[src/rtl/fetch_stage.sv]
`default_nettype none
// ============================================================================
//  Module   : fetch_stage
//  Purpose  : Instruction fetch and IF/ID pipeline register. Owns the PC,
//             the jsb/ret return-address stack, redirect bubbles, stall
//             hold and halt detection.
//  Revision : 1.0 - initial release
// ============================================================================
module fetch_stage #(
  parameter int               ADDR_W      = 12,
  parameter int               INSTR_W     = 19,
  parameter int               STACK_DEPTH = 8,
  parameter logic [INSTR_W-1:0] NOP_WORD  = 19'h48000,
  parameter logic [INSTR_W-1:0] HALT_WORD = 19'h7FFFF
) (
  input  logic               clk,
  input  logic               rst,
  input  logic               stall,
  input  logic [1:0]         pc_src,
  input  logic [ADDR_W-1:0]  jump_addr,
  input  logic [ADDR_W-1:0]  branch_addr,
  input  logic               stack_push,
  input  logic               stack_pop,
  output logic [ADDR_W-1:0]  imem_addr,
  input  logic [INSTR_W-1:0] imem_data,
  output logic [INSTR_W-1:0] if_id_instr,
  output logic [ADDR_W-1:0]  if_id_pc_next,
  output logic               if_id_valid,
  output logic               is_halt,
  output logic               stack_overflow,
  output logic               stack_underflow
);

  // Stack pointer counts valid entries, so it needs one more value than
  // there are entries; the entry index only spans the entries themselves.
  localparam int c_sp_w  = $clog2(STACK_DEPTH + 1);
  localparam int c_idx_w = (STACK_DEPTH > 1) ? $clog2(STACK_DEPTH) : 1;

  localparam logic [1:0] c_SRC_SEQ    = 2'b00;
  localparam logic [1:0] c_SRC_JUMP   = 2'b01;
  localparam logic [1:0] c_SRC_RET    = 2'b10;
  localparam logic [1:0] c_SRC_BRANCH = 2'b11;

  localparam logic [c_sp_w-1:0] c_SP_FULL = c_sp_w'(STACK_DEPTH);
  localparam logic [c_sp_w-1:0] c_SP_ONE  = c_sp_w'(1);

  // Architectural state
  logic [ADDR_W-1:0]  r_pc;
  logic [c_sp_w-1:0]  r_sp;
  logic [ADDR_W-1:0]  r_stack [STACK_DEPTH];
  logic [INSTR_W-1:0] r_instr;
  logic [ADDR_W-1:0]  r_pc_next;
  logic               r_valid;
  logic               r_ovf;
  logic               r_unf;

  // Combinational next-state
  logic               w_halt;
  logic               w_adv;
  logic               w_push;
  logic               w_pop;
  logic [ADDR_W-1:0]  w_pc_inc;
  logic [c_sp_w-1:0]  w_sp_m1;
  logic               w_sp_empty;
  logic               w_sp_full;
  logic [ADDR_W-1:0]  w_top;
  logic [ADDR_W-1:0]  w_pc_nxt;
  logic [c_sp_w-1:0]  w_sp_nxt;
  logic               w_wr_en;
  logic [c_idx_w-1:0] w_wr_idx;
  logic               w_set_ovf;
  logic               w_set_unf;

  assign imem_addr       = r_pc;
  assign if_id_instr     = r_instr;
  assign if_id_pc_next   = r_pc_next;
  assign if_id_valid     = r_valid;
  assign stack_overflow  = r_ovf;
  assign stack_underflow = r_unf;

  // A squashed halt word carries valid = 0, so it can never raise halt.
  assign w_halt  = r_valid && (r_instr == HALT_WORD);
  assign is_halt = w_halt;

  // The stage only moves when neither stalled nor halted; redirect and
  // stack requests are masked otherwise so they re-present cleanly later.
  assign w_adv  = !stall && !w_halt;
  assign w_push = w_adv && stack_push;
  assign w_pop  = w_adv && stack_pop;

  assign w_pc_inc   = r_pc + ADDR_W'(1);
  assign w_sp_m1    = r_sp - c_SP_ONE;
  assign w_sp_empty = (r_sp == '0);
  assign w_sp_full  = (r_sp == c_SP_FULL);

  // Return target: top entry, or zero when the stack is empty.
  assign w_top = w_sp_empty ? '0 : r_stack[w_sp_m1[c_idx_w-1:0]];

  // Stack pointer, write port and sticky flag updates.
  always_comb begin
    w_sp_nxt  = r_sp;
    w_wr_en   = 1'b0;
    w_wr_idx  = r_sp[c_idx_w-1:0];
    w_set_ovf = 1'b0;
    w_set_unf = 1'b0;
    if (w_push && w_pop && !w_sp_empty) begin
      // Combined push/pop replaces the top entry in place.
      w_wr_en  = 1'b1;
      w_wr_idx = w_sp_m1[c_idx_w-1:0];
    end else if (w_push) begin
      // Covers a lone push and push+pop on an empty stack.
      if (w_sp_full) begin
        w_set_ovf = 1'b1;
      end else begin
        w_wr_en  = 1'b1;
        w_wr_idx = r_sp[c_idx_w-1:0];
        w_sp_nxt = r_sp + c_SP_ONE;
      end
    end else if (w_pop) begin
      if (w_sp_empty) begin
        w_set_unf = 1'b1;
      end else begin
        w_sp_nxt = w_sp_m1;
      end
    end
  end

  // PC source selection; the ret target is read before any same-cycle write.
  always_comb begin
    w_pc_nxt = w_pc_inc;
    case (pc_src)
      c_SRC_SEQ:    w_pc_nxt = w_pc_inc;
      c_SRC_JUMP:   w_pc_nxt = jump_addr;
      c_SRC_RET:    w_pc_nxt = w_top;
      c_SRC_BRANCH: w_pc_nxt = branch_addr;
      default:      w_pc_nxt = w_pc_inc;
    endcase
  end

  // PC, IF/ID register, stack pointer and sticky flags.
  always_ff @(posedge clk or posedge rst) begin
    if (rst) begin
      r_pc      <= '0;
      r_sp      <= '0;
      r_instr   <= NOP_WORD;
      r_pc_next <= '0;
      r_valid   <= 1'b0;
      r_ovf     <= 1'b0;
      r_unf     <= 1'b0;
    end else if (w_adv) begin
      r_pc <= w_pc_nxt;
      r_sp <= w_sp_nxt;
      if (pc_src == c_SRC_SEQ) begin
        r_instr   <= imem_data;
        r_pc_next <= w_pc_inc;
        r_valid   <= 1'b1;
      end else begin
        // Wrong-path fetch is replaced by a single bubble.
        r_instr   <= NOP_WORD;
        r_pc_next <= '0;
        r_valid   <= 1'b0;
      end
      if (w_set_ovf) r_ovf <= 1'b1;
      if (w_set_unf) r_unf <= 1'b1;
    end
  end

  // Return-address storage; contents are don't-care after reset.
  always_ff @(posedge clk) begin
    if (w_wr_en) begin
      r_stack[w_wr_idx] <= r_pc_next;
    end
  end

endmodule
`default_nettype wire

[config.mk]
export PLATFORM = sky130hd
export DESIGN_NAME = fetch_stage
export DESIGN_NICKNAME = d
export VERILOG_FILES = /design/src/rtl/fetch_stage.sv
export SDC_FILE = /design/constraint.sdc
export NUM_CORES = 1
export LEC_CHECK = 0
export ABC_AREA = 1
export CAP_MARGIN = 10
export CORE_MARGIN = 3
export CORE_UTILIZATION = 30
export DETAILED_ROUTE_END_ITERATION = 7
export SYNTH_ARGS = -nofsm -noshare
export SYNTH_HDL_FRONTEND = slang
export SYNTH_SLANG_ARGS = --single-unit
[constraint.sdc]
create_clock -name clk -period 3.34 [get_ports clk]
set_input_delay 0.668 -clock clk [delete_from_list [all_inputs] [get_ports clk]]
set_output_delay 0.668 -clock clk [all_outputs]
set_load 0.03 [all_outputs]
# [Yosys cells after proc, flatten, opt, wreduce, memory -nomap -nowiden]
# Memories as Yosys holds them, arrays and structs flattened.
# Cells that the tools add are included.
[word_totals] inputBits=50 output_inout_bits=47 regBits=50 ram_bits=96 memories=1
[memory_table] memory="r_stack" depth=8 word_bits=12 rd=1 rd_clocked_by_memory_dff=0 write_ports=1 line="50" text="logic [ADDR_W-1:0] r_stack [STACK_DEPTH];"
[op_classes] eq_ne=7 bitwise=1 n_reduce_logical=15 muxes=22 addsub=3
[ops] op="12-bit one-hot mux with 4 select lines" n=1
[ops] op="12-bit two-way mux" n=2
[ops] op="19-bit equality test, second input constant" n=1
[ops] op="19-bit two-way mux" n=1
[ops] op="4-bit two-way mux" n=4
[ops] op="1-bit two-way mux" n=13
[ops] op="12-bit by 1-bit adder with 12-bit output, second input constant" n=1
[ops] op="1-bit logical AND" n=6
[ops] op="5-bit AND reduction" n=1
[ops] op="4-bit by 1-bit adder with 4-bit output, second input constant" n=1
[ops] op="2-bit equality test, second input constant" n=2
[ops] op="4-bit equality test, second input constant" n=1
[ops] op="4-bit logical NOT" n=1
[ops] op="2-bit inequality test, second input constant" n=2
[ops] op="2-bit AND reduction" n=2
[ops] op="4-bit by 1-bit subtractor with 4-bit output, second input constant" n=1
[ops] op="1-bit logical NOT" n=3
[ops] op="3-bit two-way mux" n=1
[ops] op="2-bit by 1-bit equality test with 1-bit output, second input constant" n=1
[ops] op="2-bit logical NOT" n=1
[ops] op="2-bit nonzero test" n=1
[ops] op="1-bit inverter" n=1

# [Depth between registers and ports, before layout]
# Gate-level depths: netlist (run 1).
[logic_depth] ltp_word=10 depth_mapped=13 depth_no_buf=11

# [Worst setup path before layout (run 1)]
# Ideal clock, no wire load.
[synth_path] path_type="flip-flop to flip-flop" from="reg r_sp[0]" to="mem r_stack[4][0], enable pin" setup_time_ps=380 slack_ps=751 t_required_ps=2960 arrival_ps=2209 path_stages_with_launch=11 cell_sequence="dfrtp_1 -> buf_2 -> inv_2 -> buf_2 -> ha_1 -> xor2_4 -> buf_2 -> nand4_1 -> nand2_1 -> nand2_1 -> nor2_1"
[synth_between] elab_chain_len=6 elab_cells_between_ends=11 classes_between="1 x add/sub; 1 x eq/ne; 6 x mux; 3 x reduce/logical"
[synth_lines] element="start, declared" line="49" text="logic [c_sp_w-1:0] r_sp;"
[synth_lines] element="start signal, assigned" line="152" text="r_sp <= w_sp_nxt;"
[synth_lines] element="4-bit equality test / 4-bit logical NOT (equally long branches)" line="94, 93"
[synth_lines] element="1-bit two-way mux / 1-bit logical NOT (equally long branches)" line="112, 106"
[synth_lines] element="1-bit two-way mux / 1-bit logical AND (equally long branches)" line="110, 106"
[synth_lines] element="1-bit two-way mux" line="106" text="if (w_push && w_pop && !w_sp_empty) begin"
[synth_lines] element="1-bit two-way mux" line="170" text="if (w_wr_en) begin"
[synth_lines] element="1-bit two-way mux (implied by the code)" line="171" text="r_stack[w_wr_idx] <= r_pc_next;"
[synth_lines] element="end, declared" line="50"
# Several ways; a longest one is shown, not always the timed one.

# [Final worst setup path (run 1)]
[layout_path] from="reg r_instr[15] (netlist: if_id_instr[15])" to="out is_halt"
[layout_between] elab_chain_len=2
[layout_lines] element="start, declared" line="51" text="logic [INSTR_W-1:0] r_instr;"
[layout_lines] element="start signal, assigned" line="154" text="r_instr <= imem_data;"
[layout_lines] element="19-bit equality test" line="82" text="assign w_halt = r_valid && (r_instr == HALT_WORD);"
[layout_lines] element="1-bit logical AND" line="82"
[layout_lines] element="end, declared" line="29" text="output logic is_halt,"
# Every way passes these cells.

==> key figures, run 1 <==
Status
  • Outcome: finished clean

Timing
  • Fmax: about 0.37 GHz
  • Setup_tns: 0 ps
  • Worst slew pin tran: 629 ps
  • Min Tclk post-route: around 2700 ps
  • Clk_skew: approximately 11 ps
  • RSZ-0062 raised after global routing: false
  • Final number of hold-violating endpoints: 0
  • PnR worst setup slack: slightly above 600 ps
  • Final setup viols: 0
  • Slew Viols, Final: 0
  • Max-slew headroom: 58.1%
  • Period utilization: 81.8%

Setup path
  • WP depth: 5
  • CP endpoint: is_halt
  • Critical path cell sequence: nand2_1 -> nor2_2 -> nand3_2 -> nor2_4 -> clkdlybuf4s50_1
  • Crit-path max FO: 3
  • Critical path startpoint: if_id_instr[15]
  • Worst R2R Setup Slack: around 840 ps
  • Reg2reg end: r_stack[0][0]
  • Delay-heaviest family, CP: buffers and inverters
  • CP Capture Type: output port
  • WP data required: 2670 ps
  • CP arrival: 2060 ps
  • Worst r2r src: r_sp[1]
  • Max incr delay on CP: a little under 700 ps
  • R2R cell count: 9
  • Worst Path Class, Setup: flip-flop to output port
  • Slowest-stage cell, CP: clkdlybuf4s50_1
  • Setup crit start kind: flip-flop
  • CP Buf/Inv Count: 1

Yosys
  • Area share of the largest cell type after synthesis: 43.3%
  • Ys flop type: edfxtp_1
  • EDFF count, synth: 96
  • Synth warn: 0
  • Register area share after synthesis: 62.1%
  • Distinct cells, synth: 40
  • Synth Area per Inst: between 10 and 15 sq um
  • Net Count, Synth: ~690
  • Synth Instances: 639
  • Post-synthesis register bit count: roughly 150
  • Largest cells by area after synthesis: edfxtp_1 (43%), dfrtp_1 (18%), nor2_1 (6.9%), nand2_1 (6.0%), o21ai_0 (4.4%)
  • Async SR Flop Fraction: 34.2%
  • Dominant cell type by area after synthesis: edfxtp_1
  • Mapped Area: 6660 sq um

Detailed routing
  • Remaining DRCs: 0
  • Total routed wirelength: ~17000 um
  • Drt wl/cell: roughly 17 um
  • Via density: slightly below 5
  • Router iterations before antenna repair: 4
  • DRT iter0 DRCs: 335
  • DRT antenna net count: 0
  • Total vias in the final route: 4943

Power and ir drop
  • PwrDens: 801 nW/um^2
  • Flop pwr share: 34.4%
  • Switch share: about 38%
  • Clock Power Share: roughly 30%
  • Leak pwr: 3.32 nW
  • NetSw: approximately 0.0026 W
  • Worst VDD drop: 0.000403 V
  • Int Pwr: 0.00426 W
  • Power share of the combinational group: 36.1%

Global route
  • Vias in the first global route: 4735
  • Largest net degree at the start of global routing: 54
  • First-pass GRT wire length: 26400 um
  • GRT Resource Usage Total: 14.1%
  • Antenna violations before repair: 0
  • GRT overflow: 0

Placement
  • Final HPWL DP: 11900 um
  • I/O Buffers: 96
  • Post-place setup slack: 692 ps
  • RD Place Congestion: 0.814

Cells and area
  • Area growth from synthesis to layout: 28.4%
  • Share of layout cells above drive strength 1: 10.7%
  • Number of diodes: 0
  • Final net count: 795

Clock network
  • Clock sinks: around 150
  • Longest Clk Path Bufs: 2
  • CTS tree: yes
  • Clock Latency Late Sink: approximately 420 ps
  • H-Tree Depth: 4
  • Clock Pin Slew Worst Setup and Hold Paths: 60 ps
  • Postcts setup bufs: 0
  • Num CTS Buffers: 17
  • CTS Hold Bufs: 0
  • Clock Tree Root: clkbuf_16
  • Post-CTS resize count: 0

Min path
  • Hold Path Cell Cnt: 1
  • Hold Path Class: flip-flop to flip-flop

Flow run
  • Max-cap violations: 0

Floorplanning
  • Rows: 53
  • Total core area: 21400 sq um
  • I/O Pins: 97
  • Die ar.: between 20000 and 25000 sq um
  • Die Span Y: between 150 and 200 um
  • Starting Density: 31.1%
  • Die X-Extent: 155 um
placed cells by master (no fill, tap or decap), drive strengths merged, types with 4 or more instances in the layout:
cell type | netlist | final
bufinv | 0 | 4
o21ai | 70 | 70
ha | 4 | 4
nor2 | 134 | 134
clkinv | 0 | 4
o211ai | 16 | 16
nand4 | 8 | 8
buf | 27 | 19
clkdlybuf4s50 | 0 | 96
a22o | 28 | 28
nand2 | 111 | 111
inv | 39 | 44
xor2 | 5 | 5
nor3 | 4 | 4
clkbuf | 5 | 17
edfxtp | 96 | 96
o21a | 6 | 6
o21bai | 4 | 4
dfrtp | 48 | 48
nand3 | 23 | 23
how the worst min path moves through the flow:
stage	from	endpoint	slack [ps]
detailed placement	stack_overflow	stack_overflow	460
global placement	stack_overflow	stack_overflow	460
CTS	stack_overflow	stack_overflow	470
floorplan	r_sp[3]	r_sp[3]	510
finish	stack_overflow	stack_overflow	470
global route	stack_underflow	stack_underflow	490
kinds of logic after synthesis:
logic type | after synthesis | share of synthesized area, %
DFF | 146 | 62.1
and+or+nand+nor | 281 | 18.1
xor gates and xnor gates | 6 | 1.07
AOI/OAI and AO/OA | 131 | 12.8
buffers and inverters | 71 | 5.19
adders and majority gates | 4 | 0.752
power by group through the flow:
| stage | Combinational, W | Clock [W] | Sequential, W |
|---|---|---|---|
| final | 0.00247 | 0.00202 | 0.00236 |
| after global routing | 0.00271 | 0.00211 | 0.00239 |
| after CTS | 0.00248 | 0.00205 | 0.00236 |
| after detailed placement | 0.00248 | 0 | 0.00239 |
| after global placement | 0.00246 | 0 | 0.00239 |
| after floorplan | 0.00150 | 0 | 0.00250 |
cell usage after synthesis, drive strengths merged, types with 2 or more instances:
cell and number:
dfstp 2, nand4 8, o211ai 16, a31oi 2, inv 39, o21ai 70
a22o 28, o22a 2, nand3 23, xor2 5, o21a 6, nor3 4
nor2 134, ha 4, edfxtp 96, o21bai 4, nand2 111, buf 27
clkbuf 5, dfrtp 48
registers in the layout (all words and copies together) (netlist names):
name / count
if_id_instr: 19
stack_underflow: 1
r_stack: 96
imem_addr: 12
r_sp: 4
stack_overflow: 1
if_id_valid: 1
if_id_pc_next: 12
cell type report:
class	instances	area, sq um
fill	2075	12900
sequential	146	4140
multi-input combinational	422	2180
timing repair buffer	115	1120
clock buffer	17	425
tap	275	344
clock inverter	15	204
inverter	39	149
through the flow:
stage	area (sq um)	hold WS, ps	cells	utilization (%)	total power [W]
floorplan	6660	511	639	-	0.00400
global placement	7920	459	997	37.0	0.00485
detailed placement	7920	460	997	37.0	0.00487
CTS	8550	474	1029	39.9	0.00689
global route	8550	493	1029	39.9	0.00721
finish	8550	468	1029	39.9	0.00685
routing by layer:
metal	wire [um]	part of all wire (%)	GRT usage, %
met5	0	0	0
met4	297	1.7	4.21
met3	1290	7.5	3.53
met2	7930	46	21.8
met1	7740	45	19.7
No activity file was read; power rests on OpenSTA's default activity.
==> run 2: changes to the inputs <==
==> constraint.sdc (replaced) <==
create_clock -name clk -period 2.4 [get_ports clk]
set_input_delay 0.48 -clock clk [delete_from_list [all_inputs] [get_ports clk]]
set_output_delay 0.48 -clock clk [all_outputs]
set_load 0.03 [all_outputs]
==> key figures, run 2 (same netlist as run 1, synthesis figures left out) <==
Floorplanning
  • Total core area: 21400 sq um (unchanged)
  • Die Span Y: 155 um (unchanged)
  • Starting Density: 31.1% (unchanged)
  • Die ar.: 24000 sq um (unchanged)
  • I/O Pins: 97 (unchanged)
  • Die X-Extent: 155 um (unchanged)
  • Rows: 53 (unchanged)

Placement
  • Post-place setup slack: 54.1 ps (-638 ps)
  • I/O Buffers: 96 (unchanged)
  • RD Place Congestion: 0.858 (+5.4%)
  • Final HPWL DP: 12800 um (+6.8%)
  • Dpl cell area: 8080 sq um (+2.0%)

Setup path
  • Reg2reg end: r_stack[5][7]
  • Slowest-stage cell, CP: clkdlybuf4s50_1
  • WP data required: 1920 ps (-750 ps)
  • Worst Path Class, Setup: flip-flop to output port
  • CP Buf/Inv Count: 1 (unchanged)
  • Max incr delay on CP: 760 ps (+80 ps)
  • Worst r2r src: r_sp[1]
  • Worst R2R Setup Slack: 320 ps (-520 ps)
  • CP Capture Type: output port
  • Setup crit start kind: flip-flop
  • Crit-path max FO: 10 (+7)
  • R2R cell count: 12 (+3)
  • Critical path cell sequence: clkdlybuf4s50_1
  • CP arrival: 1780 ps (-280 ps)
  • Delay-heaviest family, CP: buffers and inverters

Timing
  • Final setup viols: 0 (unchanged)
  • Slew Viols, Final: 0 (unchanged)
  • Clk_skew: 10.1 ps (-0.644 ps)
  • PnR worst setup slack: 141 ps (-467 ps)
  • Final number of hold-violating endpoints: 0 (unchanged)
  • Period utilization: a little over nine tenths
  • Setup_tns: 0 ps (unchanged)
  • Min Tclk post-route: 2260 ps
  • Fmax: 0.443 GHz
  • RSZ-0062 raised after global routing: false
  • Max-slew headroom: 64.4% (+6.3 points)
  • Hold slack: 394 ps (-74.0 ps)
  • Worst slew pin tran: 535 ps (-94.1 ps)

Flow run
  • Max-cap violations: 0 (unchanged)

Clock network
  • Clock Pin Slew Worst Setup and Hold Paths: 60 ps (about the same)
  • CTS tree: yes
  • Clock Latency Late Sink: 420 ps (about the same)
  • H-Tree Depth: 4 (unchanged)
  • Post-CTS resize count: 1 (+1)
  • Postcts setup bufs: 0 (unchanged)
  • Clock sinks: 146 (unchanged)
  • Clock Tree Root: clkbuf_16
  • CTS Hold Bufs: 0 (unchanged)
  • Num CTS Buffers: 17 (unchanged)
  • Longest Clk Path Bufs: 2 (unchanged)

Global route
  • Largest net degree at the start of global routing: 54 (unchanged)
  • GRT overflow: 0 (unchanged)
  • First-pass GRT wire length: 28500 um (+7.9%)
  • Antenna violations before repair: 0 (unchanged)
  • Vias in the first global route: 5101 (+7.7%)
  • GRT Resource Usage Total: 15.2% (+1.1 points)

Cells and area
  • Area growth from synthesis to layout: 29.6%
  • Max reg flops: 96 (unchanged)
  • Share of layout cells above drive strength 1: 12.3% (+1.6 points)
  • Most frequent cells in the layout: nor2_1 (123), nand2_1 (106), edfxtp_1 (96)
  • Top reg by flops: r_stack
  • Fillers: 2109 (+1.6%)
  • Final net count: 813 (+2.3%)
  • Post-route cell area: 8630 sq um (+0.88%)
  • Commonest non-fill, non-tap cell in the layout: nor2_1
  • Number of diodes: 0 (unchanged)

Detailed routing
  • DRT antenna net count: 0 (unchanged)
  • Via density: 4.81 (about the same)
  • Total vias in the final route: 5033 (+1.8%)
  • Remaining DRCs: 0 (unchanged)
  • Drt wl/cell: 17.0 um (+1.5%)
  • Total routed wirelength: 17800 um (+3.3%)
  • DRT iter0 DRCs: 421 (+26%)
  • Router iterations before antenna repair: 5 (+1)

Power and ir drop
  • PwrDens: 1080 nW/um^2 (+35%)
  • Leak pwr: 3.38 nW (+1.9%)
  • Worst VDD drop: 0.000535 V (+33%)

Min path
  • Hold Path Class: input port to async pin

Status
  • Outcome: finished clean
[run 2: cell count changes in the layout (fill, tap and decap cells not counted)]
| cell | delta |
|---|---|
| buf_12 | +2 |
| clkinv_1 | +1 |
| buf_4 | +16 |
| bufinv_16 | -3 |
| clkdlybuf4s50_1 | -1 |
| clkinv_4 | +1 |
| clkbuf_1 | +3 |
| dlygate4sd2_1 | +1 |
| inv_6 | -2 |
[run 2: worst max-delay path by stage]
stage | startpoint | cells after the start | slack (ps) | end
after floorplan | r_sp[0] | 10 | -190 | r_stack[4][0]
after global placement | stack_pop | 8 | 80 | r_stack[4][1]
after detailed placement | stack_pop | 8 | 50 | r_stack[4][4]
after CTS | if_id_pc_next[11] | 1 | 100 | if_id_pc_next[11]
after global routing | if_id_pc_next[11] | 1 | 70 | if_id_pc_next[11]
final | if_id_pc_next[11] | 1 | 140 | if_id_pc_next[11]
[run 2: through the flow]
step                power [W]  utilization (%)  cells
floorplan             0.00556                -    639
global placement      0.00689             37.7   1015
detailed placement    0.00689             37.7   1015
CTS                   0.00938             40.3   1047
global route          0.00993             40.3   1047
finish                0.00931             40.3   1047
[run 2: routing by layer]
| layer | vias to the layer above | global-route usage, % | part of all wire, % | wire (um) |
|---|---|---|---|---|
| li1 | 2443 | - | - | - |
| met1 | 2375 | 20.4 | 44 | 7870 |
| met2 | 184 | 24.0 | 47 | 8360 |
| met3 | 31 | 3.89 | 6.7 | 1190 |
| met4 | 0 | 5.09 | 2.3 | 408 |
| met5 | - | 0 | 0 | 0 |
[run 2: cell type report]
| type | instances | area (sq um) | area share, % |
|---|---|---|---|
| clock buffer | 20 | 437 | 5.06 |
| clock inverter | 12 | 109 | 1.26 |
| inverter | 39 | 149 | 1.73 |
| multi-input combinational | 422 | 2180 | 25.2 |
| sequential | 146 | 4140 | 47.9 |
| tap | 275 | 344 | 3.99 |
| timing repair buffer | 133 | 1270 | 14.8 |
[run 2: where the power goes]
group          switching [W]  internal [W]  total, W  leakage [nW]
clock                0.00103       0.00143   0.00246         0.262
sequential          0.000233       0.00301   0.00325          1.51
combinational        0.00234       0.00127   0.00360          1.61
[run 2: worst register-to-register path, stage by stage, from the launching register on]
cell and delay [ps]:
dfrtp_1 380, inv_1 140, ha_1 240, nand2_4 70, inv_4 100, nor2_8 60
nand4_4 120, buf_4 140, nand2_1 50, nand2_1 80, nand2_1 70, nor2_1 100
buf_4 230
